File: src/rtl/inc1_share_arb.sv
// inc1_share_arb
//   Round-robin arbiter in front of a single shared 24-bit incrementer.
//   Up to N_REQ requesters offer an operand and a carry-in. One request is
//   granted per cycle, and {cout, data} = operand + cin is registered into a
//   one-entry result buffer with a valid/ready handshake. A saturating
//   counter tracks the accepted requests that produced a carry-out.
//
// Ports
//   clk        : single clock, rising edge
//   rst        : synchronous, active-high reset
//   req_valid  : [N_REQ]    per-requester request valid
//   req_data   : [N_REQ*24] per-requester operand, requester i at [24i+23:24i]
//   req_cin    : [N_REQ]    per-requester carry-in (increment enable)
//   req_ready  : [N_REQ]    one-hot grant, combinational
//   rsp_valid  : result register holds a valid result
//   rsp_ready  : consumer accepts the result
//   rsp_data   : [24] registered result
//   rsp_cout   : registered carry-out
//   rsp_id     : [clog2(N_REQ)] index of the requester that owns the result
//   ovf_cnt    : [CNT_W] saturating count of accepted results with cout=1
module inc1_share_arb #(
   parameter int N_REQ = 4,
   parameter int CNT_W = 16,
   localparam int ID_W = $clog2(N_REQ)
) (
   input  logic                  clk,
   input  logic                  rst,
   input  logic [N_REQ-1:0]      req_valid,
   input  logic [N_REQ*24-1:0]   req_data,
   input  logic [N_REQ-1:0]      req_cin,
   output logic [N_REQ-1:0]      req_ready,
   output logic                  rsp_valid,
   input  logic                  rsp_ready,
   output logic [23:0]           rsp_data,
   output logic                  rsp_cout,
   output logic [ID_W-1:0]       rsp_id,
   output logic [CNT_W-1:0]      ovf_cnt
);

   typedef enum logic {
      EMPTY = 1'b0,
      FULL  = 1'b1
   } state_t;

   state_t          state;
   state_t          state_nxt;

   logic [ID_W-1:0] ptr;
   logic [ID_W-1:0] ptr_nxt;
   logic [ID_W-1:0] grant_idx;
   logic            grant_hit;
   logic            can_accept;
   logic            accept;
   logic [23:0]     op_sel;
   logic            cin_sel;
   logic [24:0]     inc_res;

   // Round-robin search starting at ptr; the first valid index wins.
   always_comb begin
      int unsigned cand;
      grant_idx = '0;
      grant_hit = 1'b0;
      cand      = 0;
      for (int unsigned k = 0; k < N_REQ; k++) begin
         cand = (32'(ptr) + k) % N_REQ;
         if (!grant_hit && req_valid[cand]) begin
            grant_hit = 1'b1;
            grant_idx = ID_W'(cand);
         end
      end
   end

   // The buffer can be refilled when empty, or when full and drained this cycle.
   assign can_accept = !rst && ((state == EMPTY) || rsp_ready);
   assign accept     = can_accept && grant_hit;

   always_comb begin
      req_ready = '0;
      if (accept) begin
         req_ready[grant_idx] = 1'b1;
      end
   end

   assign ptr_nxt = (grant_idx == ID_W'(N_REQ - 1)) ? '0 : grant_idx + 1'b1;

   // The only incrementer: operand and carry-in are muxed by the grant.
   assign op_sel  = req_data[grant_idx*24 +: 24];
   assign cin_sel = req_cin[grant_idx];
   assign inc_res = {1'b0, op_sel} + 25'(cin_sel);

   always_ff @(posedge clk) begin
      if (rst) begin
         state <= EMPTY;
      end else begin
         state <= state_nxt;
      end
   end

   always_comb begin
      state_nxt = state;
      case (state)
         EMPTY: begin
            if (accept) state_nxt = FULL;
         end
         FULL: begin
            if (accept)         state_nxt = FULL;
            else if (rsp_ready) state_nxt = EMPTY;
         end
         default: state_nxt = EMPTY;
      endcase
   end

   assign rsp_valid = (state == FULL);

   always_ff @(posedge clk) begin
      if (rst) begin
         rsp_data <= '0;
         rsp_cout <= 1'b0;
         rsp_id   <= '0;
         ptr      <= '0;
         ovf_cnt  <= '0;
      end else if (accept) begin
         rsp_data <= inc_res[23:0];
         rsp_cout <= inc_res[24];
         rsp_id   <= grant_idx;
         ptr      <= ptr_nxt;
         if (inc_res[24] && (ovf_cnt != '1)) begin
            ovf_cnt <= ovf_cnt + 1'b1;
         end
      end
   end

endmodule
File: config.mk
export PLATFORM = sky130hd
export DESIGN_NAME = inc1_share_arb
export DESIGN_NICKNAME = d
export VERILOG_FILES = /design/src/rtl/inc1_share_arb.sv
export SDC_FILE = /design/constraint.sdc
export NUM_CORES = 1
export LEC_CHECK = 0
export CAP_MARGIN = 10
export CORE_AREA = 2 2 100 102
export CTS_BUF_LIST = sky130_fd_sc_hd__clkbuf_16
export DETAILED_ROUTE_END_ITERATION = 8
export DIE_AREA = 0 0 102 104
export GPL_TIMING_DRIVEN = 0
export PLACE_DENSITY = 0.76
export RECOVER_POWER = 25
export SLEW_MARGIN = 0
export SYNTH_ARGS = -nofsm -noshare
export SYNTH_HDL_FRONTEND = slang
export SYNTH_SLANG_ARGS = --single-unit
File: constraint.sdc
create_clock -name clk -period 3.57 [get_ports clk]
set_clock_uncertainty 0.05 [all_clocks]
set_input_delay 0.5355 -clock clk [delete_from_list [all_inputs] [get_ports clk]]
set_output_delay 0.5355 -clock clk [all_outputs]
set_load 0.01 [all_outputs]
==> flow_metrics.env, run 1 <==
export IMPL_gp_routability_congestion=0.861
export IMPL_max_cap_viol_count=0
export IMPL_vias=3920
export IMPL_timing_slew_headroom_pct=55.8
export IMPL_grt_overflow=0
export IMPL_timing_critical_path_from="ptr[1]"
export IMPL_number_of_flops_mapped_to_enable_cells_by_yosys=0
export IMPL_internal_power_mw=1.37
export IMPL_filler_cell_count=824
export IMPL_setup_reg_to_reg_worst_slack_ns=0.04
export IMPL_synth_area_leader_cell="sky130_fd_sc_hd__dfxtp_1"
export IMPL_diodes=0
export IMPL_hold_crit_class="flop to flop"
export IMPL_p_switching_mw=0.737
export IMPL_drc=0
export IMPL_max_slew_worst_pin_slew_ns=0.650
export IMPL_num_io_pins=155
export IMPL_grt_start_max_net_pins=14
export IMPL_critPathMaxStageDelay_ns=0.47
export IMPL_power_per_cell_area_nw_per_um2=364
export IMPL_postSynthAreaPerCell_sq_um=8.88
export IMPL_crit_top_cell="sky130_fd_sc_hd__a21oi_2"
export IMPL_post_detailed_route_wirelength_per_cell_um=17.3
export IMPL_setup_viol=0
export IMPL_gr_usage_all_layers_pct=22.1
export IMPL_period_minus_slack_ns=3.53
export IMPL_final_min_period_over_clock_period_pct=99.0
export IMPL_register_bit_count_reported_by_yosys=46
export IMPL_tritoncts_num_sinks=46
export IMPL_worst_setup_path_type="flop to flop"
export IMPL_setup_worst_path_end="ovf_cnt[11]"
export IMPL_worstReg2RegStart="ptr[1]"
export IMPL_min_from="rsp_cout"
export IMPL_placed_instances=692
export IMPL_cts_clk_slew_worst_paths_ns=0.06
export IMPL_rsz0062_at_grt="yes"
export IMPL_seq_area_frac_synth_pct=25.6
export IMPL_required_ns=3.74
export IMPL_drt_total_wl_mm=12.5
export IMPL_worst_r2r_cell_count=18
export IMPL_timing_rr_end="ovf_cnt[11]"
export IMPL_timing_critical_path_cells="mux2i_2, o22a_4, nand2_8, inv_16, buf_12, mux2_4, nor2_2, a21oi_2, ha_2, ha_4, nand2_2, o22ai_1, nor4bb_2, buf_4, nand4_1, clkbuf_8, or4_4, a21oi_2"
export IMPL_yosys_cell_types_count=53
export IMPL_die_height_um=104
export IMPL_net_total_in_the_final_layout=706
export IMPL_cts_tree="done"
export IMPL_yosys_most_used_dff="sky130_fd_sc_hd__dfxtp_1"
export IMPL_timing_critical_path_fanout_max=8
export IMPL_sequential_cell_fraction_of_total_power_pct=29.3
export IMPL_proportion_of_layout_cells_with_a_drive_suffix_above_1_pct=18.9
export IMPL_worst_hold_slack_ns=0.408
export IMPL_setup_tns_ns=0
export IMPL_synth_top_cell_area_share_pct=25.6
export IMPL_die_width_um=102
export IMPL_dp_final_hpwl_mm=9.48
export IMPL_max_clock_freq_ghz=0.283
export IMPL_cts_hold_fix_buffers=0
export IMPL_area_growth_syn_to_layout_pct=61.3
export IMPL_post_layout_nonfiller_instances=725
export IMPL_cts_max_path_buffers=2
export IMPL_max_vdd_ir_drop_mv=0.281
export IMPL_critical_path_arrival_ns=3.70
export IMPL_cts_buffers=5
export IMPL_netSwitchingFraction_pct=34.9
export IMPL_initial_core_utilization_pct=37.6
export IMPL_nature_of_the_critical_path_endpoint="flop"
export IMPL_h_tree_depth=2
export IMPL_asyncSetResetFlopFracSynth_pct=0
export IMPL_floorplan_core_area_sq_um=9550
export IMPL_power_clock_fraction_pct=21.0
export IMPL_vias_per_cell=5.41
export IMPL_outcome="finished clean"
export IMPL_yosys_warnings=0
export IMPL_timing_hold_violations_final=0
export IMPL_syn_num_nets=519
export IMPL_grt_first_pass_wirelength_mm=18.9
export IMPL_comb_power_share_pct=49.8
export IMPL_ys_top_cells_by_area="sky130_fd_sc_hd__dfxtp_1 26%, sky130_fd_sc_hd__mux2i_1 13%, sky130_fd_sc_hd__mux2_2 8.1%"
export IMPL_synth_top_cells_by_count="47 x sky130_fd_sc_hd__mux2i_1, 46 x sky130_fd_sc_hd__dfxtp_1, 26 x sky130_fd_sc_hd__mux2_2, 26 x sky130_fd_sc_hd__nand2_1, 26 x sky130_fd_sc_hd__nand3b_1"
export IMPL_mappedNetlistArea_sq_um=3590
export IMPL_first_global_vias=3844
export IMPL_floorplan_rows=36
export IMPL_initial_antenna_violation_count=0
export IMPL_ant_nets=0
export IMPL_synthesis_instances=405
export IMPL_synthMostInstantiatedCell="sky130_fd_sc_hd__mux2i_1"
export IMPL_placement_io_buffers=154
export IMPL_startpoint_type="flop"
export IMPL_power_static_leakage_nw=2.15
export IMPL_detailedRoute_firstPassIterationCount=4
export IMPL_clock_root_buffer="sky130_fd_sc_hd__clkbuf_16"
export IMPL_report_final_slew_viol_count=0
export IMPL_fp_dieArea_sq_um=10600
export IMPL_insertion_delay_ns=0.29
export IMPL_detail_route_iter0_violations=162
export IMPL_crit_path_top_delay_cell="sky130_fd_sc_hd__or4_4"
==> worst min-delay path by stage <==
stage	endpoint	slack, ns	cells past startpoint
after CTS	rsp_cout	0.42	2
final	rsp_cout	0.41	2
after global placement	rsp_cout	0.40	2
after detailed placement	rsp_cout	0.41	2
after global routing	rsp_cout	0.44	2
after floorplan	rsp_cout	0.43	2
==> flip-flops by register name, summed over array words and instances, names as in the netlist <==
signal and cells:
rsp_data 24, ovf_cnt 16, rsp_valid 1, ptr 2, rsp_id 2, rsp_cout 1
==> layout by cell type, fill, tap and decap left out, types with 6 or more instances in the layout <==
cell type,Yosys,routed
sky130_fd_sc_hd__a21oi_1,25,20
sky130_fd_sc_hd__and2_1,6,6
sky130_fd_sc_hd__buf_4,0,29
sky130_fd_sc_hd__clkbuf_1,15,12
sky130_fd_sc_hd__clkdlybuf4s50_1,0,128
sky130_fd_sc_hd__dfxtp_1,46,44
sky130_fd_sc_hd__dlygate4sd3_1,0,22
sky130_fd_sc_hd__mux2_2,26,24
sky130_fd_sc_hd__mux2i_1,47,46
sky130_fd_sc_hd__nand2_1,26,25
sky130_fd_sc_hd__nand3_1,17,17
sky130_fd_sc_hd__nand3b_1,26,26
sky130_fd_sc_hd__nand4_1,8,8
sky130_fd_sc_hd__nor2_1,18,16
sky130_fd_sc_hd__nor3_1,7,6
sky130_fd_sc_hd__o21ai_0,20,20
sky130_fd_sc_hd__o31ai_1,14,12
sky130_fd_sc_hd__or4_1,15,13
sky130_fd_sc_hd__xnor2_1,7,7
sky130_fd_sc_hd__xor2_1,6,6
==> metrics by stage <==
stage / setup WS, ns / area [sq um] / util, % / total power, mW
after global routing: -0.117 / 5800 / 60.7 / 2.22
after global placement: -0.979 / 5320 / 55.8 / 1.58
after CTS: 0.00413 / 5600 / 58.7 / 2.06
after detailed placement: -1.05 / 5320 / 55.8 / 1.60
after floorplan: 0.0138 / 3620 / - / 1.21
final: 0.0357 / 5800 / 60.7 / 2.11
==> final cells by class <==
class,instances,area [sq um],area share [%]
repair buffers,182,1730,29.9
clock buffers,5,125,2.16
well taps,133,166,2.87
inverters,6,38.8,0.669
multi-input cells,326,2610,45.1
flip-flops and latches,46,926,16.0
plain buffers,25,184,3.17
clock inverters,2,11.3,0.194
==> worst max-delay path: cells and delay by family, from the launching register on <==
kind	cells	cell delay [ns]
flops	1	0.38
compound gates	4	0.59
simple gates	6	1.03
buf+inv	4	0.62
mux	2	0.40
fa+ha+maj	2	0.38
==> timing repair <==
action | 4_1_cts | 5_1_grt
resized for setup | 24 | 35
pin swaps | 10 | 13
setup endpoints to repair | 37 | 25
setup buffers | 14 | 14
==> routing by layer <==
layer	vias up	track usage (%)	share of wire (%)
met2	140	40.0	50
met5	-	0	0
met4	0	5.52	1.4
met1	1868	25.8	40
met3	17	5.11	8.4
li1	1895	-	-
==> power groups by stage <==
stage          clock, mW  combinational, mW  sequential [mW]
6_report           0.443               1.05            0.618
5_1_grt            0.470               1.12            0.623
4_1_cts            0.451              0.991            0.621
3_5_place_dp           0              0.967            0.630
3_3_place_gp           0              0.951            0.628
2_1_floorplan          0              0.562            0.649
==> kinds of logic (layout without fill, tap and decap cells) <==
logic type | Yosys count | count (layout) | share of synthesized area [%]
fa+ha+maj | 7 | 7 | 2.44
compound gates | 75 | 75 | 12.9
simple gates | 156 | 156 | 27.8
flops | 46 | 46 | 25.6
buf+inv | 33 | 220 | 5.78
mux | 75 | 75 | 22.2
xor+xnor | 13 | 13 | 3.17
No activity file was read; power rests on OpenSTA's default activity.
==> run 2: changes to the inputs <==
MAX_ROUTING_LAYER = met4   (was unset)
SLEW_MARGIN = 20   (was 0)
==> run 2 against run 1 <==
Wire length rose by 0.21%. Sequential share of layout area fell by 0.21 points. Critical path type unchanged. Via count fell by 0.59%. Sequential power barely moved. Non-clock buffer count rose by 1. Total power rose by 7.0%.
==> flow_metrics.env, run 2 (synthesis gave the netlist of run 1 again) <==
export IMPL_setup_viol=0
export IMPL_drc=0
export IMPL_top_register_by_number_of_flip_flops="rsp_data"
export IMPL_grt_overflow=0
export IMPL_worst_setup_path_type="flop to flop"
export IMPL_critPathMaxStageDelay_ns=0.41
export IMPL_power_static_leakage_nw=2.17
export IMPL_vias_per_cell=5.36
export IMPL_area_growth_syn_to_layout_pct=63.4
export IMPL_gp_routability_congestion=0.873
export IMPL_die_height_um=104
export IMPL_mostFrequentLayoutCells="128 x sky130_fd_sc_hd__clkdlybuf4s50_1, 46 x sky130_fd_sc_hd__mux2i_1, 44 x sky130_fd_sc_hd__dfxtp_1"
export IMPL_net_total_in_the_final_layout=707
export IMPL_timing_critical_path_cells="mux2i_2, o22a_4, nand2_8, inv_16, buf_12, mux2_4, nor2_4, a21oi_2, ha_2, ha_4, nand2_1, o22ai_1, nor4bb_2, buf_4, nand4_1, clkbuf_8, or4_4, a21oi_2"
export IMPL_mostFrequentLayoutCell="sky130_fd_sc_hd__clkdlybuf4s50_1"
export IMPL_insertion_delay_ns=0.29
export IMPL_startpoint_type="flop"
export IMPL_hold_crit_class="flop to flop"
export IMPL_post_detailed_route_wirelength_per_cell_um=17.3
export IMPL_ant_nets=0
export IMPL_internal_power_mw=1.52
export IMPL_required_ns=3.74
export IMPL_dpl_instance_area_sq_um=5320
export IMPL_max_clock_freq_ghz=0.291
export IMPL_critical_path_arrival_ns=3.60
export IMPL_h_tree_depth=2
export IMPL_floorplan_core_area_sq_um=9550
export IMPL_grt_first_pass_wirelength_mm=19.2
export IMPL_placement_io_buffers=154
export IMPL_worst_r2r_cell_count=18
export IMPL_crit_top_cell="sky130_fd_sc_hd__a21oi_2"
export IMPL_netSwitchingFraction_pct=32.7
export IMPL_cts_tree="done"
export IMPL_floorplan_rows=36
export IMPL_timing_hold_violations_final=0
export IMPL_max_slew_worst_pin_slew_ns=0.627
export IMPL_die_width_um=102
export IMPL_cts_buffers=5
export IMPL_min_delay_path_depth=2
export IMPL_post_layout_nonfiller_instances=727
export IMPL_timing_critical_path_fanout_max=7
export IMPL_initial_core_utilization_pct=37.6
export IMPL_flip_flop_count_of_the_largest_register_all_copies_and_words_added=24
export IMPL_detailedRoute_firstPassIterationCount=4
export IMPL_fp_dieArea_sq_um=10600
export IMPL_gr_usage_all_layers_pct=23.1
export IMPL_grt_start_max_net_pins=16
export IMPL_vias=3897
export IMPL_p_switching_mw=0.739
export IMPL_drt_total_wl_mm=12.6
export IMPL_filler_cell_count=828
export IMPL_final_min_period_over_clock_period_pct=96.1
export IMPL_proportion_of_layout_cells_with_a_drive_suffix_above_1_pct=20.7
export IMPL_initial_antenna_violation_count=0
export IMPL_power_clock_fraction_pct=26.8
export IMPL_setup_tns_ns=0
export IMPL_max_cap_viol_count=0
export IMPL_power_per_cell_area_nw_per_um2=384
export IMPL_outcome="finished clean"
export IMPL_final_cell_area_sq_um=5870
export IMPL_max_vdd_ir_drop_mv=0.216
export IMPL_period_minus_slack_ns=3.43
export IMPL_cpLargestDelayFamily="simple AND/OR/NAND/NOR gates"
export IMPL_num_io_pins=155
export IMPL_nature_of_the_critical_path_endpoint="flop"
export IMPL_report_final_slew_viol_count=0
export IMPL_comb_power_share_pct=45.8
export IMPL_cts_max_path_buffers=2
export IMPL_tritoncts_num_sinks=46
export IMPL_timing_slew_headroom_pct=57.4
export IMPL_dp_final_hpwl_mm=9.54
export IMPL_first_global_vias=3963
export IMPL_detail_route_iter0_violations=167
export IMPL_diodes=0
export IMPL_cts_clk_slew_worst_paths_ns=0.06
export IMPL_critical_path_cell_count=18
export IMPL_placed_instances=692
export IMPL_sequential_cell_fraction_of_total_power_pct=27.4
export IMPL_largestRegisters="rsp_data (24), ovf_cnt (16)"
export IMPL_cp_num_buf_inv=4
export IMPL_rsz0062_at_grt="yes"
export IMPL_clock_root_buffer="sky130_fd_sc_hd__clkbuf_16"
export IMPL_crit_path_top_delay_cell="sky130_fd_sc_hd__or4_4"
run 2: worst paths after layout:
check,startpoint,endpoint,slack (ns)
max,ptr[1],ovf_cnt[11],0.14
min,rsp_cout,rsp_cout,0.41
max reg2reg,ptr[1],ovf_cnt[11],0.14
min reg2reg,rsp_cout,rsp_cout,0.41
run 2: what timing repair did:
item,in CTS,in global routing
gates resized for setup,26,36
setup buffers,19,9
hold buffers,0,0
hold endpoints to repair,0,0
endpoints found under the setup margin,37,21
pin swaps,10,11
run 2: layout make-up:
class	instances	area, sq um	area share [%]
well taps	133	166	2.83
clock buffers	5	125	2.13
multi-input cells	326	2630	44.8
repair buffers	182	1740	29.5
inverters	6	38.8	0.660
plain buffers	26	183	3.11
clock inverters	3	68.8	1.17
flip-flops and latches	46	926	15.8
run 2: worst min-delay path: stages (launching register included):
cell	delay [ns]
sky130_fd_sc_hd__dfxtp_1	0.31
sky130_fd_sc_hd__nand2_1	0.05
sky130_fd_sc_hd__a21oi_1	0.05
run 2: through the flow:
step	utilization [%]	power (mW)	setup slack [ns]	hold slack, ns
global route	61.5	2.37	-0.0796	0.451
detailed placement	55.8	1.60	-1.03	0.404
CTS	59.6	2.23	0.0133	0.413
global placement	55.8	1.58	-0.983	0.396
finish	61.5	2.26	0.139	0.407
floorplan	-	1.21	0.0138	0.431
run 2: power groups by stage:
| stage | clock, mW | combinational, mW | sequential [mW] |
|---|---|---|---|
| after floorplan | 0 | 0.562 | 0.649 |
| after global placement | 0 | 0.951 | 0.628 |
| after detailed placement | 0 | 0.970 | 0.630 |
| after CTS | 0.612 | 1.00 | 0.620 |
| after global routing | 0.632 | 1.11 | 0.623 |
| final | 0.605 | 1.04 | 0.618 |
run 2: layer usage:
layer / share of wire, % / GRT usage [%] / wire, um
met4: 1.3 / 5.05 / 160
met2: 50 / 40.3 / 6280
met1: 40 / 26.3 / 5000
met3: 8.9 / 5.98 / 1120
met5: 0 / - / 0
==> run 3: changes to the inputs <==
CORE_AREA = 2 2 95 97   (was 2 2 100 102)
DIE_AREA = 0 0 97 99   (was 0 0 102 104)
PLACE_DENSITY = 0.8   (was 0.76)
clock period = 3.73 ns   (was 3.57 ns; I/O delays follow)
==> run 3 against run 2 <==
Hold slack got worse by 0.00076 ns. Non-clock buffer count is 5 lower. Clock power fell by 29%. Count of clock-buffer cells in the layout stayed put. Setup slack improved by 0.057 ns. Total power shrank 12%. Fmax fell by 2.9%. Cell area is 3.6% lower. Combinational power decreased by 6%. Register-to-register slack improved by 0.06 ns. Final cell count is 4.1% lower. Critical path type unchanged.
==> flow_metrics.env, run 3 (synthesis gave the netlist of run 1 again) <==
export IMPL_max_slew_worst_pin_slew_ns=0.653
export IMPL_post_layout_nonfiller_instances=697
export IMPL_vias_per_cell=5.62
export IMPL_max_clock_freq_ghz=0.283
export IMPL_mostFrequentLayoutCell="sky130_fd_sc_hd__clkdlybuf4s50_1"
export IMPL_proportion_of_layout_cells_with_a_drive_suffix_above_1_pct=16.1
export IMPL_timing_slew_headroom_pct=56.2
export IMPL_placement_io_buffers=154
export IMPL_cts_clk_slew_worst_paths_ns=0.06
export IMPL_setup_viol=0
export IMPL_floorplan_rows=34
export IMPL_cts_buffers=5
export IMPL_gr_usage_all_layers_pct=25.3
export IMPL_area_growth_syn_to_layout_pct=57.5
export IMPL_power_per_cell_area_nw_per_um2=353
export IMPL_timing_critical_path_cells="mux2i_2, o22a_2, nand2_8, clkinv_16, buf_12, mux2_2, nor2_1, a21oi_1, ha_2, ha_4, nand2_1, o22ai_2, nor4bb_4, buf_4, nand3_4, buf_6, or4_1, a21oi_1"
export IMPL_detail_route_iter0_violations=207
export IMPL_floorplan_core_area_sq_um=8550
export IMPL_period_minus_slack_ns=3.53
export IMPL_ant_nets=0
export IMPL_worst_setup_path_type="flop to flop"
export IMPL_flip_flop_count_of_the_largest_register_all_copies_and_words_added=24
export IMPL_cts_hold_fix_buffers=0
export IMPL_report_final_slew_viol_count=0
export IMPL_tritoncts_num_sinks=46
export IMPL_mostFrequentLayoutCells="128 x sky130_fd_sc_hd__clkdlybuf4s50_1, 46 x sky130_fd_sc_hd__mux2i_1, 45 x sky130_fd_sc_hd__dfxtp_1"
export IMPL_nature_of_the_critical_path_endpoint="flop"
export IMPL_crit_path_top_delay_cell="sky130_fd_sc_hd__or4_1"
export IMPL_cts_max_path_buffers=2
export IMPL_critPathMaxStageDelay_ns=0.45
export IMPL_startpoint_type="flop"
export IMPL_dp_final_hpwl_mm=9.40
export IMPL_num_io_pins=155
export IMPL_dpl_instance_area_sq_um=5270
export IMPL_final_min_period_over_clock_period_pct=94.8
export IMPL_hold_crit_class="flop to flop"
export IMPL_grt_first_pass_wirelength_mm=19.4
export IMPL_detailedRoute_firstPassIterationCount=5
export IMPL_post_detailed_route_wirelength_per_cell_um=17.7
export IMPL_setup_tns_ns=0
export IMPL_final_cell_area_sq_um=5660
export IMPL_timing_critical_path_fanout_max=11
export IMPL_h_tree_depth=2
export IMPL_max_vdd_ir_drop_mv=0.175
export IMPL_first_global_vias=3852
export IMPL_cp_num_buf_inv=4
export IMPL_timing_hold_violations_final=0
export IMPL_initial_antenna_violation_count=0
export IMPL_setup_reg_to_reg_worst_slack_ns=0.20
export IMPL_design_power_total_mw=2.00
export IMPL_required_ns=3.90
export IMPL_die_width_um=97
export IMPL_grt_overflow=0
export IMPL_critical_path_arrival_ns=3.70
export IMPL_drt_total_wl_mm=12.3
export IMPL_insertion_delay_ns=0.29
export IMPL_cts_tree="done"
export IMPL_die_height_um=99
export IMPL_power_static_leakage_nw=2.11
export IMPL_clock_root_buffer="sky130_fd_sc_hd__clkbuf_16"
export IMPL_crit_top_cell="sky130_fd_sc_hd__a21oi_1"
export IMPL_initial_core_utilization_pct=42.0
export IMPL_gp_routability_congestion=0.875
export IMPL_fp_dieArea_sq_um=9600
export IMPL_worst_hold_slack_ns=0.407
export IMPL_diodes=0
export IMPL_drc=0
export IMPL_placed_instances=667
export IMPL_max_cap_viol_count=0
export IMPL_largestRegisters="rsp_data (24), ovf_cnt (16)"
export IMPL_grt_start_max_net_pins=20
export IMPL_outcome="finished clean"
export IMPL_net_total_in_the_final_layout=702
export IMPL_cpLargestDelayFamily="simple AND/OR/NAND/NOR gates"
export IMPL_top_register_by_number_of_flip_flops="rsp_data"
export IMPL_vias=3920
export IMPL_filler_cell_count=712
[run 3: where the power goes]
part	internal (mW)	switching [mW]
clock network	0.242	0.186
registers	0.554	0.0412
logic	0.504	0.469
[run 3: cell type report]
class	instances	area [sq um]	share of cell area, %
clock inverters	3	12.5	0.221
multi-input cells	326	2540	44.9
clock buffers	5	125	2.21
repair buffers	177	1690	29.9
well taps	108	135	2.39
plain buffers	26	178	3.14
flip-flops and latches	46	925	16.3
inverters	6	48.8	0.862
[run 3: worst reg2reg max path, delay by kind of cell, from the launching register on]
family	cells	cell delay, ns
simple gates	6	1.02
fa+ha+maj	2	0.37
mux	2	0.37
compound gates	4	0.68
buf+inv	4	0.61
flops	1	0.37
[run 3: worst paths after layout]
check,start,end,cells past startpoint
min,rsp_cout,rsp_cout,2
min reg2reg,rsp_cout,rsp_cout,2
max,ptr[1],ovf_cnt[2],18
max reg2reg,ptr[1],ovf_cnt[2],18
[run 3: metal layers]
| metal | GRT usage (%) | vias to the layer above | part of all wire [%] |
|---|---|---|---|
| met5 | - | - | 0 |
| met4 | 5.53 | 0 | 1.2 |
| met3 | 5.74 | 17 | 6.1 |
| met2 | 45.5 | 155 | 51 |
| met1 | 28.8 | 1854 | 42 |
| li1 | - | 1894 | - |
[run 3: per-stage QoR]
stage	utilization [%]	worst slack (ns)
final	66.2	0.196
after global routing	66.2	-0.0130
after CTS	64.6	0.0188
after detailed placement	61.6	-1.08
after global placement	61.6	-1.04
after floorplan	-	0.0193
[run 3: timing repair]
| item | in CTS | in global routing |
|---|---|---|
| resized for setup | 19 | 20 |
| pin swaps | 7 | 9 |
| setup endpoints to repair | 37 | 28 |
| buffers inserted | 10 | 13 |
| gates cloned | 0 | 0 |
| endpoints found under the hold margin | 0 | 0 |
